[src/rtl/bmp_stream_tx.sv]
// Streams a BMP image from byte-wide memory to a scheduler slave port,
// packing bytes little-endian into words and stopping at the header's file size.
module bmp_stream_tx #(
    parameter int DATA_BUS_SIZE = 32,
    parameter int ADDR_W        = 20,
    parameter int HDR_BYTES     = 54
) (
    input  logic                     clk,
    input  logic                     rst_n,
    input  logic                     start,
    input  logic [1:0]               cfg_mode,
    input  logic [7:0]               cfg_data_proc,
    output logic                     mem_rd,
    output logic [ADDR_W-1:0]        mem_addr,
    input  logic [7:0]               mem_rdata,
    output logic [1:0]               slv_mode,
    output logic                     slv_data_valid,
    output logic [DATA_BUS_SIZE-1:0] slv_data,
    output logic [7:0]               slv_data_proc,
    input  logic                     slv_ready,
    output logic                     busy,
    output logic                     done,
    output logic                     err
);

    localparam int BPW     = DATA_BUS_SIZE / 8;
    localparam int CW      = $clog2(BPW + 1);
    localparam int FS_BASE = (5 / BPW) * BPW;
    localparam logic [32:0] MAX_FS = 33'd1 << ADDR_W;

    localparam logic [2:0] S_IDLE  = 3'd0;
    localparam logic [2:0] S_FETCH = 3'd1;
    localparam logic [2:0] S_SEND  = 3'd2;
    localparam logic [2:0] S_DONE  = 3'd3;
    localparam logic [2:0] S_ERR   = 3'd4;

    logic [2:0]               state;
    logic [CW-1:0]            byte_cnt;
    logic [32:0]              base;
    logic [31:0]              file_size;
    logic                     fs_known;
    logic                     rd_pend;
    logic [ADDR_W-1:0]        addr_q;
    logic [DATA_BUS_SIZE-1:0] data_q;
    logic [1:0]               mode_q;
    logic [7:0]               proc_q;
    logic                     err_q;

    logic [32:0]   lane_addr;
    logic [32:0]   cap_addr;
    logic [CW-1:0] cap_lane;
    logic          lane_live;
    logic          issue;
    logic          capture;
    logic [7:0]    cap_byte;
    logic [31:0]   fs_next;
    logic          fs_bad;
    logic          last_word;

    // Lanes past the end of the file are only suppressed once the size field is known.
    always_comb begin
        lane_addr = base + 33'(byte_cnt);
        cap_addr  = lane_addr - 33'd1;
        cap_lane  = byte_cnt - CW'(1);
        lane_live = !fs_known || (lane_addr < {1'b0, file_size});
        issue     = (state == S_FETCH) && (byte_cnt < CW'(BPW)) && lane_live;
        capture   = (state == S_FETCH) && (byte_cnt != '0);
        cap_byte  = rd_pend ? mem_rdata : 8'h00;
        fs_next   = file_size;
        for (int i = 0; i < 4; i++) begin
            if (capture && (cap_addr == 33'(i + 2))) begin
                fs_next[8*i +: 8] = cap_byte;
            end
        end
        fs_bad    = ({1'b0, fs_next} < 33'(HDR_BYTES)) || ({1'b0, fs_next} > MAX_FS);
        last_word = fs_known && ((base + 33'(BPW)) >= {1'b0, file_size});
    end

    assign mem_rd         = issue;
    assign mem_addr       = issue ? lane_addr[ADDR_W-1:0] : addr_q;
    assign slv_mode       = mode_q;
    assign slv_data_proc  = proc_q;
    assign slv_data       = data_q;
    assign slv_data_valid = (state == S_SEND);
    assign busy           = (state == S_FETCH) || (state == S_SEND) || (state == S_ERR);
    assign done           = (state == S_DONE);
    assign err            = err_q;

    always_ff @(posedge clk or negedge rst_n) begin
        if (!rst_n) begin
            state     <= S_IDLE;
            byte_cnt  <= '0;
            base      <= '0;
            file_size <= '0;
            fs_known  <= 1'b0;
            rd_pend   <= 1'b0;
            addr_q    <= '0;
            data_q    <= '0;
            mode_q    <= 2'b00;
            proc_q    <= 8'h00;
            err_q     <= 1'b0;
        end else begin
            rd_pend <= issue;
            if (issue) begin
                addr_q <= lane_addr[ADDR_W-1:0];
            end
            case (state)
                S_IDLE: begin
                    if (start) begin
                        if ((cfg_mode == 2'b01) || (cfg_mode == 2'b10)) begin
                            mode_q    <= cfg_mode;
                            proc_q    <= cfg_data_proc;
                            err_q     <= 1'b0;
                            base      <= '0;
                            byte_cnt  <= '0;
                            file_size <= '0;
                            fs_known  <= 1'b0;
                            state     <= S_FETCH;
                        end else begin
                            err_q <= 1'b1;
                        end
                    end
                end
                S_FETCH: begin
                    if (capture) begin
                        for (int i = 0; i < BPW; i++) begin
                            if (cap_lane == CW'(i)) begin
                                data_q[8*i +: 8] <= cap_byte;
                            end
                        end
                        file_size <= fs_next;
                    end
                    if (byte_cnt == CW'(BPW)) begin
                        byte_cnt <= '0;
                        // The word holding byte 5 completes the size field; validate it here.
                        if (!fs_known && (base == 33'(FS_BASE)) && fs_bad) begin
                            err_q <= 1'b1;
                            state <= S_ERR;
                        end else begin
                            if (base == 33'(FS_BASE)) begin
                                fs_known <= 1'b1;
                            end
                            state <= S_SEND;
                        end
                    end else begin
                        byte_cnt <= byte_cnt + CW'(1);
                    end
                end
                S_SEND: begin
                    if (slv_ready) begin
                        if (last_word) begin
                            mode_q <= 2'b00;
                            proc_q <= 8'h00;
                            state  <= S_DONE;
                        end else begin
                            base  <= base + 33'(BPW);
                            state <= S_FETCH;
                        end
                    end
                end
                S_DONE:  state <= S_IDLE;
                S_ERR:   state <= S_IDLE;
                default: state <= S_IDLE;
            endcase
        end
    end

endmodule

[config.mk]
export PLATFORM = sky130hd
export DESIGN_NAME = bmp_stream_tx
export DESIGN_NICKNAME = d
export VERILOG_FILES = /design/src/rtl/bmp_stream_tx.sv
export SDC_FILE = /design/constraint.sdc
export NUM_CORES = 1
export LEC_CHECK = 0
export BUFFER_PORTS_ARGS = -buffer_cell sky130_fd_sc_hd__buf_2
export CORE_AREA = 10 10 126 157
export DETAILED_ROUTE_END_ITERATION = 7
export DIE_AREA = 0 0 136 167
export PLACE_DENSITY_LB_ADDON = 0.1
export SETUP_SLACK_MARGIN = 0.2
export SYNTH_ARGS = -nofsm -noshare
export SYNTH_HDL_FRONTEND = slang
export SYNTH_SLANG_ARGS = --single-unit
export TNS_END_PERCENT = 1
[constraint.sdc]
create_clock -name clk -period 5.2 [get_ports clk]
set_input_delay 0 -clock clk [delete_from_list [all_inputs] [get_ports clk]]
set_output_delay 0 -clock clk [all_outputs]
set_load 0.005 [all_outputs]
==> results.sh, run 1 <==
export IMPL_post_place_ws_ps=111.1
export IMPL_initial_core_util=0.5452
export IMPL_multi_input_area_sq_um=5366
export IMPL_slew_viol_final=0
export IMPL_syn_nets=1156
export IMPL_regArea_sq_um=3357
export IMPL_crit_top_cell="or4_4"
export IMPL_fin_crit_sh=0.9667
export IMPL_cts_tree="built"
export IMPL_cp_depth=14
export IMPL_io_buffers=88
export IMPL_vias_per_cell=5.890
export IMPL_slowest_delay_ps=620
export IMPL_end_kind="flop"
export IMPL_ios=89
export IMPL_crit_path_max_fanout=7
export IMPL_first_iter_violations=748
export IMPL_synth_edf_count=0
export IMPL_fmax_mhz=198.9
export IMPL_period_needed_ps=5027
export IMPL_grt_pass1_vias=8102
export IMPL_dp_hpwl_microns=20630
export IMPL_setup_ws_ps=173.1
export IMPL_ys_seq_area_frac=0.3695
export IMPL_cts_root_buf="clkbuf_16"
export IMPL_synthesis_area_sq_um=9075
export IMPL_drive_above_1_share=0.1869
export IMPL_numCtsBuffers=17
export IMPL_reg2reg_slack_ps=170
export IMPL_gp_congestion=0.9554
export IMPL_finalSetupTns_ps=0
export IMPL_postRouteAntennaNets=0
export IMPL_clk_insertion_delay_late_ps=440
export IMPL_crit_family="simple AND/OR/NAND/NOR gates"
export IMPL_async_reset_ff_frac=1.000
export IMPL_seq_power_share=0.296
export IMPL_worst_pin_slew_ps=888.3
export IMPL_rr_worst_depth=14
export IMPL_outcome="finished, final reports clean"
export IMPL_synth_flop_cell="dfrtp_1"
export IMPL_chipHeight_microns=167
export IMPL_combPwrFrac=0.421
export IMPL_placed_area_sq_um=9824
export IMPL_crit_buf_inv=0
export IMPL_skew_ps=8.661
export IMPL_antenna_cells=0
export IMPL_endpoint="state[1]"
export IMPL_power_mw=4.634
export IMPL_grtUsageTotal=0.2447
export IMPL_cp_required_ps=5530
export IMPL_fill_cells=1472
export IMPL_drc=0
export IMPL_syn_inst=1064
export IMPL_crit_start="base[13]"
export IMPL_hold_viol=0
export IMPL_firstDrtPassIters=8
export IMPL_die_w_microns=136
export IMPL_synth_seq_cells=134
export IMPL_final_nets=1252
export IMPL_crit_type="reg2reg"
export IMPL_grt_max_degree=89
export IMPL_grt_setup_unrepaired="true"
export IMPL_routedWlPerCell_microns=19.85
export IMPL_fp_row_count=53
export IMPL_setup_violations=0
export IMPL_wl_microns=27640
export IMPL_grt_pass1_wl_microns=43990
export IMPL_crit_arrival_ps=5350
export IMPL_r2r_end="state[1]"
export IMPL_power_internal_mw=2.811
export IMPL_htreeDepth=4
export IMPL_ys_warn_count=0
export IMPL_final_cell_mix="nand2_1, dfrtp_1, o21ai_0"
export IMPL_clock_sinks=134
export IMPL_dieArea_sq_um=22710
export IMPL_grt_ovfl_total=0
export IMPL_p_switching_mw=1.823
export IMPL_via_count=8199
export IMPL_synth_cell_types=75
export IMPL_cellPowerDensity_nw_per_um2=433.7
export IMPL_max_cap_violations=0
export IMPL_crit_chain="nand4_2 > or4_4 > o21a_1 > or4_4 > or4_4 > o22a_4 > a2111oi_2 > nand4_1 > or3_1 > a21oi_2 > or3b_1 > a211oi_2 > or3b_1 > a21o_1"
export IMPL_clkSlewWorstSetupHoldPaths_ps=60
export IMPL_vdd_drop_max_uv=302.3
export IMPL_cts_buffer_depth=2
export IMPL_design_core_area_sq_um=16640
export IMPL_slew_limit_headroom=0.4001
export IMPL_p_leak_nw=5.235
export IMPL_clockPowerShare=0.283
export IMPL_design_area_sq_um=10680
export IMPL_timing_rr_start="base[13]"
export IMPL_crit_slowest_cell="or4_4"
export IMPL_hp_class="in2reg"
export IMPL_switching_share=0.3934
export IMPL_synthToLayoutAreaGrowth_pct=17.73
export IMPL_syn_avg_cell_area_sq_um=8.529
export IMPL_antenna_found_initial=0
export IMPL_layout_commonest_cell="nand2_1"
export IMPL_critPathLaunchType="flop"
[final cells by class]
class,instances,area share
clock buffer,18,0.04017
clock inverter,13,0.01839
inverter,49,0.01722
multi-input combinational,819,0.5023
sequential,134,0.3142
tap,220,0.02576
timing repair buffer,139,0.08198
[cells in the mapped netlist, types with 25 or more instances]
cell type	count	area, sq um
a21o_1	34	255.2
a21oi_1	33	165.2
clkbuf_1	47	176.4
dfrtp_1	134	3353
ha_1	70	875.8
inv_1	49	183.9
nand2_1	208	780.8
nand4_1	31	193.9
nor2_1	47	176.4
nor4_1	25	156.4
o21ai_0	123	615.6
xnor2_1	26	227.7
xor2_1	32	280.3
[worst min path at each step]
stage	cells after the start	to	start
final	5	err	start
after global routing	5	err	start
after CTS	5	err	start
after detailed placement	1	base[26]	rst_n
after global placement	1	base[27]	rst_n
after floorplan	0	addr_q[0]	rst_n
[metal layers]
layer | GRT usage | up-vias | wire length [microns]
li1 | - | 3950 | -
met5 | 0 | - | 0
met1 | 0.3101 | 3883 | 11790
met4 | 0.1077 | 0 | 980
met3 | 0.04425 | 60 | 1663
met2 | 0.3961 | 306 | 13200
[repair_timing]
action	in CTS	in global routing
pin swaps	0	3
endpoints found under the hold margin	98	0
resized for setup	1	17
hold buffers	12	0
endpoints found under the setup margin	21	37
buffers inserted	0	3
[worst min-delay path: stages]
cell	delay [ps]
buf_2	90
o21ai_0	60
nor2_1	70
o21ai_0	80
a21oi_1	110
[power by group through the flow]
stage	clock, mW	sequential [mW]	combinational (mW)
finish	1.31	1.37	1.95
detailed placement	0	1.38	1.93
global route	1.36	1.40	2.15
CTS	1.32	1.37	1.94
global placement	0	1.39	1.91
floorplan	0	1.37	1.21
[sequential cells by signal, summed over array words and instances, names as in the netlist]
| signal | cells |
|---|---|
| addr_q | 20 |
| base | 31 |
| byte_cnt | 3 |
| err | 1 |
| file_size | 32 |
| fs_known | 1 |
| rd_pend | 1 |
| slv_data | 32 |
| slv_data_proc | 8 |
| slv_mode | 2 |
| state | 3 |
[cells by family after synthesis]
logic type               synth area share
buffers and inverters             0.04977
flip-flops                         0.3695
AND/OR/NAND/NOR                    0.2258
AO/OA/AOI/OAI                      0.1692
multiplexers                      0.03061
adder cells (fa/ha/maj)           0.09651
XOR/XNOR                          0.05860
[metrics by stage]
stage	std cells	hold slack [ps]	utilization
after global routing	1392	118.1	0.6419
final	1392	15.92	0.6419
after floorplan	1064	-295.6	-
after global placement	1346	128.6	0.5902
after CTS	1389	11.12	0.6354
after detailed placement	1346	142.2	0.5902
Power figures use the tool's default switching activity.
==> run 2, diff against run 1 <==
- CORE_AREA: 10 10 126 157 -> 4 4 120 151
- DIE_AREA: 0 0 136 167 -> 0 0 124 155
- MAX_ROUTING_LAYER: default -> met4
==> results.sh, run 2 (synthesized netlist as in run 1, its figures left out) <==
export IMPL_outcome="finished, final reports clean"
export IMPL_crit_family="simple AND/OR/NAND/NOR gates"
export IMPL_initial_core_util=0.5452
export IMPL_grt_busiest_layer="met2"
export IMPL_hp_class="in2reg"
export IMPL_power_internal_mw=2.691
export IMPL_cellPowerDensity_nw_per_um2=426.8
export IMPL_ios=89
export IMPL_fmax_mhz=201.3
export IMPL_gp_congestion=0.9789
export IMPL_period_needed_ps=4966
export IMPL_clkSlewWorstSetupHoldPaths_ps=70
export IMPL_dieArea_sq_um=19220
export IMPL_layout_commonest_cell="nand2_1"
export IMPL_io_buffers=88
export IMPL_critPathLaunchType="flop"
export IMPL_die_w_microns=124
export IMPL_firstDrtPassIters=5
export IMPL_clock_sinks=134
export IMPL_grt_pass1_wl_microns=43340
export IMPL_slew_limit_headroom=0.3823
export IMPL_grtUsageMet2=0.4811
export IMPL_grt_max_degree=98
export IMPL_skew_ps=9.239
export IMPL_design_area_sq_um=10610
export IMPL_final_cell_mix="nand2_1, dfrtp_1, o21ai_0"
export IMPL_first_iter_violations=568
export IMPL_slew_viol_final=0
export IMPL_crit_chain="nand4_1 > buf_4 > or4_1 > o41a_1 > nor4_1 > and3_1 > nand4b_1 > a2111oi_2 > o2111ai_2 > o211a_1 > o21ai_2 > or3b_1 > a211oi_2 > or3b_1 > a21o_1"
export IMPL_grtUsageMet1=0.3897
export IMPL_grt_pass1_vias=7995
export IMPL_fin_util=0.6376
export IMPL_vdd_drop_max_uv=352.4
export IMPL_drive_above_1_share=0.1852
export IMPL_fill_cells=1486
export IMPL_setup_ws_ps=233.5
export IMPL_post_place_ws_ps=231.1
export IMPL_max_cap_violations=0
export IMPL_crit_path_max_fanout=7
export IMPL_cts_tree="built"
export IMPL_crit_slowest_cell="or4_1"
export IMPL_postRouteAntennaNets=0
export IMPL_grt_use_met3=0.04655
export IMPL_hold_viol=0
export IMPL_finalSetupTns_ps=0
export IMPL_grt_ovfl_total=0
export IMPL_switching_share=0.4060
export IMPL_worst_pin_slew_ps=914.5
export IMPL_via_count=8144
export IMPL_clk_insertion_delay_late_ps=430
export IMPL_combPwrFrac=0.428
export IMPL_fp_row_count=53
export IMPL_seq_power_share=0.304
export IMPL_dp_hpwl_microns=20500
export IMPL_p_leak_nw=5.201
export IMPL_crit_type="reg2reg"
export IMPL_p_switching_mw=1.839
export IMPL_antenna_found_initial=0
export IMPL_grt_setup_unrepaired="true"
export IMPL_cts_root_buf="clkbuf_16"
export IMPL_final_nets=1251
export IMPL_numCtsBuffers=17
export IMPL_chipHeight_microns=155
export IMPL_grtUsageTotal=0.3038
export IMPL_htreeDepth=4
export IMPL_vias_per_cell=5.851
export IMPL_crit_buf_inv=1
export IMPL_antenna_cells=0
export IMPL_routedWlPerCell_microns=19.67
export IMPL_synthToLayoutAreaGrowth_pct=16.94
export IMPL_wl_microns=27380
export IMPL_setup_violations=0
export IMPL_slowest_delay_ps=620
export IMPL_drc=0
export IMPL_fin_crit_sh=0.9551
export IMPL_crit_top_cell="or3b_1"
export IMPL_clockPowerShare=0.268
export IMPL_design_core_area_sq_um=16640
export IMPL_placed_area_sq_um=9832
export IMPL_cp_required_ps=5520
export IMPL_end_kind="flop"
export IMPL_cts_buffer_depth=2
export IMPL_crit_arrival_ps=5290
run 2: what timing repair did:
action,in CTS,in global routing
endpoints found under the setup margin,18,32
pin swaps,0,1
setup buffers,0,1
gates resized for setup,1,14
hold endpoints to repair,107,0
hold buffers,12,0
run 2: cell type report:
| cell class | instances | area, sq um | share of cell area |
|---|---|---|---|
| clock buffer | 19 | 442.9 | 0.04174 |
| timing repair buffer | 138 | 868.3 | 0.08182 |
| multi-input combinational | 819 | 5345 | 0.5037 |
| tap | 220 | 275.3 | 0.02594 |
| clock inverter | 13 | 138.9 | 0.01309 |
| inverter | 49 | 183.9 | 0.01733 |
| sequential | 134 | 3358 | 0.3164 |
run 2: power by group through the flow:
stage	Combinational, mW	Clock [mW]	Sequential [mW]
floorplan	1.21	0	1.37
global placement	1.89	0	1.38
detailed placement	1.91	0	1.39
CTS	1.93	1.22	1.38
global route	2.13	1.28	1.40
finish	1.94	1.21	1.38
run 2: final timing paths:
check	from	endpoint	slack, ps	depth (start not counted)
max	base[8]	state[1]	230	15
min	mem_rdata[7]	slv_data[23]	80	3
max reg2reg	base[8]	state[1]	230	15
min reg2reg	slv_data[28]	slv_data[28]	480	2
max in group asynchronous	rst_n	base[3]	3920	3
min in group asynchronous	rst_n	base[27]	210	2
run 2: layer usage:
layer  part of all wire  routed length [microns]  vias to the layer above
met5                  0                        0                        -
met4              0.041                     1112                        0
met3              0.047                     1282                       68
met2               0.48                    13100                      269
met1               0.43                    11880                     3858
li1                   -                        -                     3949
run 2: worst min-delay path, delay by kind of cell:
| kind | cells | cell delay [ps] |
|---|---|---|
| simple gates | 1 | 250 |
| buf+inv | 1 | 100 |
| compound gates | 1 | 120 |
run 2: through the flow:
stage / hold WS (ps) / std cells / total power [mW]
after floorplan: -295.6 / 1064 / 2.581
after global placement: 140.5 / 1347 / 3.279
after detailed placement: 145.4 / 1347 / 3.300
after CTS: 70.30 / 1391 / 4.528
after global routing: 114.5 / 1392 / 4.805
final: 84.90 / 1392 / 4.530
==> run 3, diff against run 2 <==
- PLACE_DENSITY: default -> 0.85
- PLACE_DENSITY_LB_ADDON: 0.1 -> default
- SLEW_MARGIN: default -> 20
==> results.sh, run 3 (synthesized netlist as in run 1, its figures left out) <==
export IMPL_hold_ws_ps=63.64
export IMPL_timing_rr_start="base[12]"
export IMPL_grt_max_degree=88
export IMPL_hold_viol=0
export IMPL_fp_row_count=53
export IMPL_finalSetupTns_ps=0
export IMPL_clkSlewWorstSetupHoldPaths_ps=60
export IMPL_layout_commonest_cell="nand2_1"
export IMPL_initial_core_util=0.5452
export IMPL_grt_ovfl_total=0
export IMPL_hold_path_depth=3
export IMPL_cellPowerDensity_nw_per_um2=423.2
export IMPL_drc=0
export IMPL_final_cell_mix="nand2_1, dfrtp_1, o21ai_0"
export IMPL_min_to="slv_data[15]"
export IMPL_slew_limit_headroom=0.4211
export IMPL_p_leak_nw=5.129
export IMPL_hp_class="in2reg"
export IMPL_crit_top_cell="or4_4"
export IMPL_placed_area_sq_um=9772
export IMPL_io_buffers=88
export IMPL_slew_viol_final=0
export IMPL_slowest_delay_ps=590
export IMPL_grt_pass1_vias=8234
export IMPL_grtUsageTotal=0.2933
export IMPL_crit_slowest_cell="or4_4"
export IMPL_dieArea_sq_um=19220
export IMPL_gp_congestion=0.9955
export IMPL_grt_setup_unrepaired="true"
export IMPL_fill_cells=1292
export IMPL_vias_per_cell=6.111
export IMPL_htreeDepth=4
export IMPL_critPathLaunchType="flop"
export IMPL_end_kind="flop"
export IMPL_crit_arrival_ps=5270
export IMPL_setup_violations=0
export IMPL_cp_required_ps=5520
export IMPL_cts_tree="built"
export IMPL_fin_util=0.6361
export IMPL_first_iter_violations=689
export IMPL_rr_worst_depth=14
export IMPL_crit_type="reg2reg"
export IMPL_synthToLayoutAreaGrowth_pct=16.67
export IMPL_clock_sinks=134
export IMPL_outcome="finished, final reports clean"
export IMPL_max_cap_violations=0
export IMPL_routedWlPerCell_microns=19.27
export IMPL_die_w_microns=124
export IMPL_wl_microns=26730
export IMPL_worst_pin_slew_ps=867.5
export IMPL_cts_root_buf="clkbuf_16"
export IMPL_ios=89
export IMPL_setup_ws_ps=249.6
export IMPL_period_needed_ps=4950
export IMPL_fin_crit_sh=0.9520
export IMPL_skew_ps=12.84
export IMPL_antenna_found_initial=0
export IMPL_fmax_mhz=202.0
export IMPL_reg2reg_slack_ps=250
export IMPL_chipHeight_microns=155
export IMPL_dp_hpwl_microns=19760
export IMPL_numCtsBuffers=17
export IMPL_crit_path_max_fanout=10
export IMPL_drive_above_1_share=0.1877
export IMPL_holdCritStartpoint="mem_rdata[7]"
export IMPL_design_core_area_sq_um=16640
export IMPL_antenna_cells=0
export IMPL_final_nets=1246
export IMPL_crit_chain="nand4_2 > or4_4 > o21a_1 > or4_4 > or4_4 > o22a_4 > a2111oi_2 > nand4_1 > or3_4 > a21oi_2 > or3b_1 > a211oi_2 > or3b_1 > a21o_1"
export IMPL_post_place_ws_ps=50.64
export IMPL_cts_buffer_depth=2
export IMPL_grt_pass1_wl_microns=42860
export IMPL_r2r_end="state[1]"
export IMPL_postRouteAntennaNets=0
export IMPL_vdd_drop_max_uv=326.9
export IMPL_firstDrtPassIters=8
export IMPL_clk_insertion_delay_late_ps=430
export IMPL_via_count=8476
export IMPL_design_area_sq_um=10590
==> run 3: cell count changes in the layout (fill, tap and decap cells not counted), moves of 2 or more <==
cell / delta
a2111oi_2: -2
a2111oi_4: +2
buf_4: -4
dfrtp_1: -3
dfrtp_2: +3
nor4_1: -3
nor4_2: +4
==> run 3: worst max-delay path, delay by kind of cell, from the launching register on <==
family          cells  cell delay [ps]
compound gates      6             1290
flops               1              470
simple gates        8             3060
==> run 3: how the worst max path moves through the flow <==
stage	startpoint	slack, ps	endpoint
after global placement	base[8]	170	err
after CTS	base[2]	200	state[1]
final	base[12]	250	state[1]
after global routing	base[12]	80	state[1]
after detailed placement	base[8]	50	state[1]
after floorplan	base[2]	370	state[1]
==> run 3: what timing repair did <==
action	in CTS	in global routing
buffers inserted	1	3
hold endpoints to repair	97	0
hold buffers	12	0
setup endpoints to repair	21	31
pin swaps	1	2
gates resized for setup	2	21
==> run 3: where the power goes <==
part / internal (mW) / switching [mW] / total, mW
Combinational: 0.771 / 1.19 / 1.96
Clock: 0.623 / 0.517 / 1.14
Sequential: 1.24 / 0.143 / 1.38
==> run 3: through the flow <==
step           power (mW)  std cells
4_1_cts             4.414       1384
6_report            4.481       1387
2_1_floorplan       2.581       1064
3_5_place_dp        3.261       1339
5_1_grt             4.733       1387
3_3_place_gp        3.219       1339
==> run 3: routing by layer <==
| layer | global-route usage | share of wire |
|---|---|---|
| met1 | 0.3609 | 0.39 |
| met2 | 0.4725 | 0.49 |
| met3 | 0.04182 | 0.072 |
| met4 | 0.1414 | 0.051 |
| met5 | - | 0 |
==> run 3: layout make-up <==
type                       instances  area, sq um  share of cell area
tap                              220        275.3             0.02600
sequential                       134         3362              0.3175
clock buffer                      18        429.2             0.04053
inverter                          49        183.9             0.01737
timing repair buffer             133        827.0             0.07811
multi-input combinational        819         5389              0.5090
clock inverter                    14        121.4             0.01146
